**src/rtl/tennis_pkg.sv**
```systemverilog
// Shared types and defaults for the LED tennis game blocks.
package tennis_pkg;

  localparam int DEF_WIN_POINTS = 7;
  localparam int DEF_SCORE_W    = 4;

  typedef enum logic [1:0] {
    IDLE  = 2'd0,
    RALLY = 2'd1,
    POINT = 2'd2,
    OVER  = 2'd3
  } state_t;

  // Player index, also used by the scoreboard display.
  typedef enum logic {
    PLAYER_ONE = 1'b0,
    PLAYER_TWO = 1'b1
  } player_t;

  function automatic logic [7:0] sat_add8(input logic [7:0] value, input logic [1:0] inc);
    logic [8:0] sum;
    sum = {1'b0, value} + {7'b0, inc};
    return sum[8] ? 8'hFF : sum[7:0];
  endfunction

endpackage

```
**src/rtl/button_sync.sv**
```systemverilog
// Two-flop synchronizer for a raw button plus a rising-edge press pulse.
module button_sync (
  input  logic clk,
  input  logic rst_n,
  input  logic button,
  output logic press
);

  logic sync1_reg;
  logic sync2_reg;
  logic prev_reg;

  always_ff @(posedge clk or negedge rst_n) begin
    if (!rst_n) begin
      sync1_reg <= 1'b0;
      sync2_reg <= 1'b0;
      prev_reg  <= 1'b0;
    end else begin
      sync1_reg <= button;
      sync2_reg <= sync1_reg;
      prev_reg  <= sync2_reg;
    end
  end

  // Combinational so the referee registers the return on the third edge.
  assign press = sync2_reg & ~prev_reg;

endmodule

```
**src/rtl/rally_judge.sv**
```systemverilog
// Tennis referee: judges returns and misses, keeps score, rally length and game-over.
module rally_judge
  import tennis_pkg::*;
#(
  parameter int WIN_POINTS = DEF_WIN_POINTS,
  parameter int SCORE_W    = DEF_SCORE_W
) (
  input  logic               clk,
  input  logic               rst_n,
  input  logic               button_one,
  input  logic               button_two,
  input  logic               hittable_one,
  input  logic               hittable_two,
  input  logic               start_game,
  input  logic               clear_score,
  output logic               return_one,
  output logic               return_two,
  output logic               match_one,
  output logic               match_two,
  output logic [SCORE_W-1:0] score_one,
  output logic [SCORE_W-1:0] score_two,
  output logic [7:0]         rally_len,
  output logic               game_over,
  output logic               winner
);

  logic [1:0] buttons;
  logic [1:0] press;

  assign buttons = {button_two, button_one};

  generate
    for (genvar gi = 0; gi < 2; gi++) begin : g_sync
      button_sync u_sync (
        .clk    (clk),
        .rst_n  (rst_n),
        .button (buttons[gi]),
        .press  (press[gi])
      );
    end
  endgenerate

  state_t state_reg;
  logic   hit_prev_one_reg, hit_prev_two_reg;
  logic   latch_one_reg, latch_two_reg;

  logic               ret_one, ret_two;
  logic               close_one, close_two;
  logic               miss_one, miss_two;
  logic [SCORE_W-1:0] score_one_inc, score_two_inc;

  always_comb begin
    ret_one       = press[0] & hittable_one & ~latch_one_reg;
    ret_two       = press[1] & hittable_two & ~latch_two_reg;
    close_one     = hit_prev_one_reg & ~hittable_one;
    close_two     = hit_prev_two_reg & ~hittable_two;
    // Player one's miss wins if both windows close together.
    miss_one      = close_one & ~latch_one_reg;
    miss_two      = close_two & ~latch_two_reg & ~miss_one;
    score_one_inc = score_one + SCORE_W'(1);
    score_two_inc = score_two + SCORE_W'(1);
  end

  always_ff @(posedge clk or negedge rst_n) begin
    if (!rst_n) begin
      hit_prev_one_reg <= 1'b0;
      hit_prev_two_reg <= 1'b0;
    end else begin
      hit_prev_one_reg <= hittable_one;
      hit_prev_two_reg <= hittable_two;
    end
  end

  always_ff @(posedge clk or negedge rst_n) begin
    if (!rst_n) begin
      state_reg     <= IDLE;
      latch_one_reg <= 1'b0;
      latch_two_reg <= 1'b0;
      return_one    <= 1'b0;
      return_two    <= 1'b0;
      match_one     <= 1'b0;
      match_two     <= 1'b0;
      score_one     <= '0;
      score_two     <= '0;
      rally_len     <= 8'd0;
      game_over     <= 1'b0;
      winner        <= 1'b0;
    end else begin
      return_one <= 1'b0;
      return_two <= 1'b0;
      match_one  <= 1'b0;
      match_two  <= 1'b0;
      if (clear_score) begin
        state_reg     <= IDLE;
        latch_one_reg <= 1'b0;
        latch_two_reg <= 1'b0;
        score_one     <= '0;
        score_two     <= '0;
        rally_len     <= 8'd0;
        game_over     <= 1'b0;
        winner        <= 1'b0;
      end else begin
        case (state_reg)
          IDLE: begin
            if (start_game) begin
              state_reg     <= RALLY;
              rally_len     <= 8'd0;
              latch_one_reg <= 1'b0;
              latch_two_reg <= 1'b0;
            end
          end
          RALLY: begin
            return_one <= ret_one;
            return_two <= ret_two;
            rally_len  <= sat_add8(rally_len, {1'b0, ret_one} + {1'b0, ret_two});
            if (ret_one)        latch_one_reg <= 1'b1;
            else if (close_one) latch_one_reg <= 1'b0;
            if (ret_two)        latch_two_reg <= 1'b1;
            else if (close_two) latch_two_reg <= 1'b0;
            if (miss_one) begin
              match_two <= 1'b1;
              score_two <= score_two_inc;
              if (score_two_inc == SCORE_W'(WIN_POINTS)) begin
                state_reg <= OVER;
                game_over <= 1'b1;
                winner    <= PLAYER_TWO;
              end else begin
                state_reg <= POINT;
              end
            end else if (miss_two) begin
              match_one <= 1'b1;
              score_one <= score_one_inc;
              if (score_one_inc == SCORE_W'(WIN_POINTS)) begin
                state_reg <= OVER;
                game_over <= 1'b1;
                winner    <= PLAYER_ONE;
              end else begin
                state_reg <= POINT;
              end
            end
          end
          POINT: begin
            if (!start_game) state_reg <= IDLE;
          end
          OVER: begin
            game_over <= 1'b1;
          end
          default: state_reg <= IDLE;
        endcase
      end
    end
  end

endmodule

```
**config.mk**
```make
export PLATFORM = sky130hd
export DESIGN_NAME = rally_judge
export DESIGN_NICKNAME = d
export VERILOG_FILES = /design/src/rtl/tennis_pkg.sv /design/src/rtl/button_sync.sv /design/src/rtl/rally_judge.sv
export SDC_FILE = /design/constraint.sdc
export NUM_CORES = 1
export LEC_CHECK = 0
export ABC_AREA = 1
export CORE_MARGIN = 2
export CORE_UTILIZATION = 47
export CTS_BUF_LIST = sky130_fd_sc_hd__clkbuf_4 sky130_fd_sc_hd__clkbuf_8
export DETAILED_ROUTE_END_ITERATION = 10
export HOLD_SLACK_MARGIN = 0.03
export PLACE_DENSITY = 0.73
export SYNTH_ARGS = -nofsm -noshare
export SYNTH_HDL_FRONTEND = slang
export SYNTH_SLANG_ARGS = --single-unit
```
**constraint.sdc**
```tcl
create_clock -name clk -period 2.7 [get_ports clk]
set_clock_uncertainty 0.05 [all_clocks]
set_input_delay 0.54 -clock clk [delete_from_list [all_inputs] [get_ports clk]]
set_output_delay 0.54 -clock clk [all_outputs]
set_load 0.05 [all_outputs]
```
==> results.md <==
- Outcome: completed
- DR pass1 iterations: 4
- Cell Rows: 21
- Via count: ~1.4k
- Ant diodes: 0
- CTS H-Tree Depth: 2
- # DRC: 0
- Die Width: between 60 and 70 um
- DRT iter0 DRCs: 76
- Cts hold-fix bufs: 0
- Final setup fails: 0
- Final GP Congestion: between 0.8 and 0.9
- Area of the core: around 0.0034 mm2
- Top layer in use: met4
- RSZ-0062 raised after global routing: false
- Total wire length: 3270 um
- Met3 WL post-DR: approximately 160 um
- Multi-input logic area: around 700 um2
- Antenna Nets Post-Route: 0
- Setup Fix Bufs, Post-CTS: 0
- Die footprint: between 0.004 and 0.005 mm2
- Hold Vio Cnt, Final: 0
- Share of cells above drive strength 1: 0.0928
- Starting Density: 0.494
- Initial antenna violation count: 0
- PwrDens: 615 mW/mm2
- CP Capture Type: flop
- Max Cap Viol: 0
- Slowest cell delay on critical path: 0.44 ns
- Fill count: 296
- DP Worst Slack: slightly above 0.01 ns
- Crit path cell chain: clkdlybuf4s50_1 -> nand3_1 -> inv_1 -> fa_1 -> ha_1 -> nand2_1 -> inv_1 -> nand4_1 -> nor2_1 -> nand2_1 -> inv_1 -> o21ai_0 -> nand2_1
- Period utilization: 0.882
- Count of input and output buffers: 29
- Worst path buffer plus inverter count: 4
- Clk slew on worst S/H paths: ~0.11 ns
- Setup CP Type: in -> reg
- Post-synthesis register bit count: 34
- Nets: between 200 and 300
- Syn Std Cell Area: about 0.0017 mm2
- Met2 routed WL: about 1400 um
- Vias in the first global route: roughly 1.3k
- Commonest non-fill, non-tap cell in the layout: nand2_1
- Critical path arrival: about 2.6 ns
- CTS tree: done
- Seq/Total Area, Yosys: 0.509
- Maximum clock insertion buffer count: 2
- Worst-margin pin slew: a little under 0.5 ns
- Pleak: about 1 nW
- Die Y: roughly 64 um
- Period minus WS final: around 2.4 ns
- Slew HR: 0.668
- Total Neg Setup Slack: 0 ns
- Worst-path maximum fanout: 5
- CTS Buf Count: 5
- Slowest CP cell: clkdlybuf4s50_1
- Worst-Skew Late Latency: between 0.3 and 0.4 ns
- Setup ws final: 0.318 ns
- CP delay by family, top: adder cells
- Gate Count Post-Synth: about 200
- Largest net degree at the start of global routing: 35
- Met1 WL: 1630 um
- VDD IR max: 0.000417 V
- P&R area growth vs syn: 26.9%
- Yosys warnings: 0
- IO Pins: 30
- GRT overflow: 0
- CP required: 2.88 ns
- Unique masters post-synth: 23
- First-pass GRT wire length: ~5700 um
- Post-CTS sizing: 0
- Syn nets: approximately 210
- DR vias/cell: about 5.1
- Avg Cell Area, Syn: around 8.5 um2
- Sequential cell area: 851 um2
- CTS sink cnt: 34
- WL/cell: 11.6 um
- Post-DP HPWL: 2310 um
- Total track usage: 0.183
- Top achievable clock speed: 0.420 GHz
- Commonest non-fill, non-tap cells in the layout: 50 x nand2_1, 34 x dfrtp_1, 29 x clkdlybuf4s50_1
- Min-Delay Path Class: reg -> reg
- Most flop-heavy register: rally_len
- Slew Limit Fails: 0
- Startpoint Class: input pin
- Leading registers by flop count: rally_len x8, score_one x4, score_two x4
- Root Driver: clkbuf_4
- Max FFs per register: 8
==> layer usage <==
layer / GRT usage / up-vias
met1: 0.255 / 662
met5: 0 / -
met2: 0.267 / 43
met4: 0.0978 / 0
met3: 0.0393 / 12
li1: - / 727
==> cells in the mapped netlist <==
cell type,number,area (um2)
a21oi_1,3,15.0
a31oi_1,1,6.26
and2_2,1,7.51
buf_6,1,11.3
dfrtp_1,34,851
fa_1,1,20.0
ha_1,5,62.6
inv_1,25,93.8
inv_2,2,7.51
inv_4,1,6.26
nand2_1,50,188
nand2_4,1,11.3
nand3_1,23,115
nand4_1,6,37.5
nor2_1,12,45.0
nor2_2,1,6.26
nor2_4,3,33.8
nor3_4,1,16.3
o21ai_0,20,100
o21ai_1,1,5.00
o22ai_1,3,18.8
or2_1,1,6.26
xnor2_1,1,8.76
==> through the flow <==
| stage | hold slack, ns | instances | util | power, W | area, um2 |
|---|---|---|---|---|---|
| 4_1_cts | 0.314 | 283 | 0.626 | 0.00131 | 2120 |
| 3_5_place_dp | 0.288 | 275 | 0.602 | 0.000937 | 2040 |
| 3_3_place_gp | 0.283 | 275 | 0.602 | 0.000935 | 2040 |
| 2_1_floorplan | 0.194 | 197 | - | 0.000835 | 1670 |
| 5_1_grt | 0.329 | 283 | 0.626 | 0.00138 | 2120 |
| 6_report | 0.310 | 283 | 0.626 | 0.00130 | 2120 |
==> worst reg2reg max path, stage by stage (launching register included) <==
cell	delay, ns
dfrtp_1	0.40
nor2_1	0.05
nand3_1	0.08
inv_1	0.07
fa_1	0.41
ha_1	0.21
nand2_1	0.08
inv_1	0.06
nand4_1	0.09
nor2_1	0.07
nand2_1	0.15
inv_1	0.07
o21ai_0	0.16
nand2_1	0.07
==> worst paths after layout <==
| check | depth (start not counted) | slack [ns] | startpoint | endpoint |
|---|---|---|---|---|
| min in group asynchronous | 2 | 0.54 | rst_n | rally_len[2] |
| max in group asynchronous | 2 | 1.75 | rst_n | rally_len[6] |
| setup reg to reg | 13 | 0.57 | latch_two_reg | rally_len[1] |
| setup / recovery | 13 | 0.32 | hittable_one | rally_len[1] |
| hold reg to reg | 0 | 0.31 | g_sync[1].u_sync.sync1_reg | g_sync[1].u_sync.sync2_reg |
| hold / removal | 0 | 0.31 | g_sync[1].u_sync.sync1_reg | g_sync[1].u_sync.sync2_reg |
==> layout make-up <==
| class | count | share of cell area |
|---|---|---|
| well taps | 46 | 0.0271 |
| clock inverters | 3 | 0.0212 |
| flip-flops and latches | 34 | 0.401 |
| inverters | 28 | 0.0507 |
| clock buffers | 5 | 0.0177 |
| repair buffers | 33 | 0.151 |
| multi-input cells | 134 | 0.331 |
==> report_power, final <==
group,switching (W),internal (W),leakage [nW]
sequential,0.0000387,0.000549,0.451
combinational,0.000231,0.000109,0.529
clock,0.000182,0.000194,0.0374
==> kinds of logic (layout without fill, tap and decap cells) <==
family / Yosys count / count (layout) / share of synthesized area
AO/OA/AOI/OAI: 28 / 28 / 0.0868
XOR/XNOR: 1 / 1 / 0.00524
flip-flops: 34 / 34 / 0.509
AND/OR/NAND/NOR: 99 / 99 / 0.279
adder cells (fa/ha/maj): 6 / 6 / 0.0494
buffers and inverters: 29 / 69 / 0.0711
No activity file was read; power rests on OpenSTA's default activity.
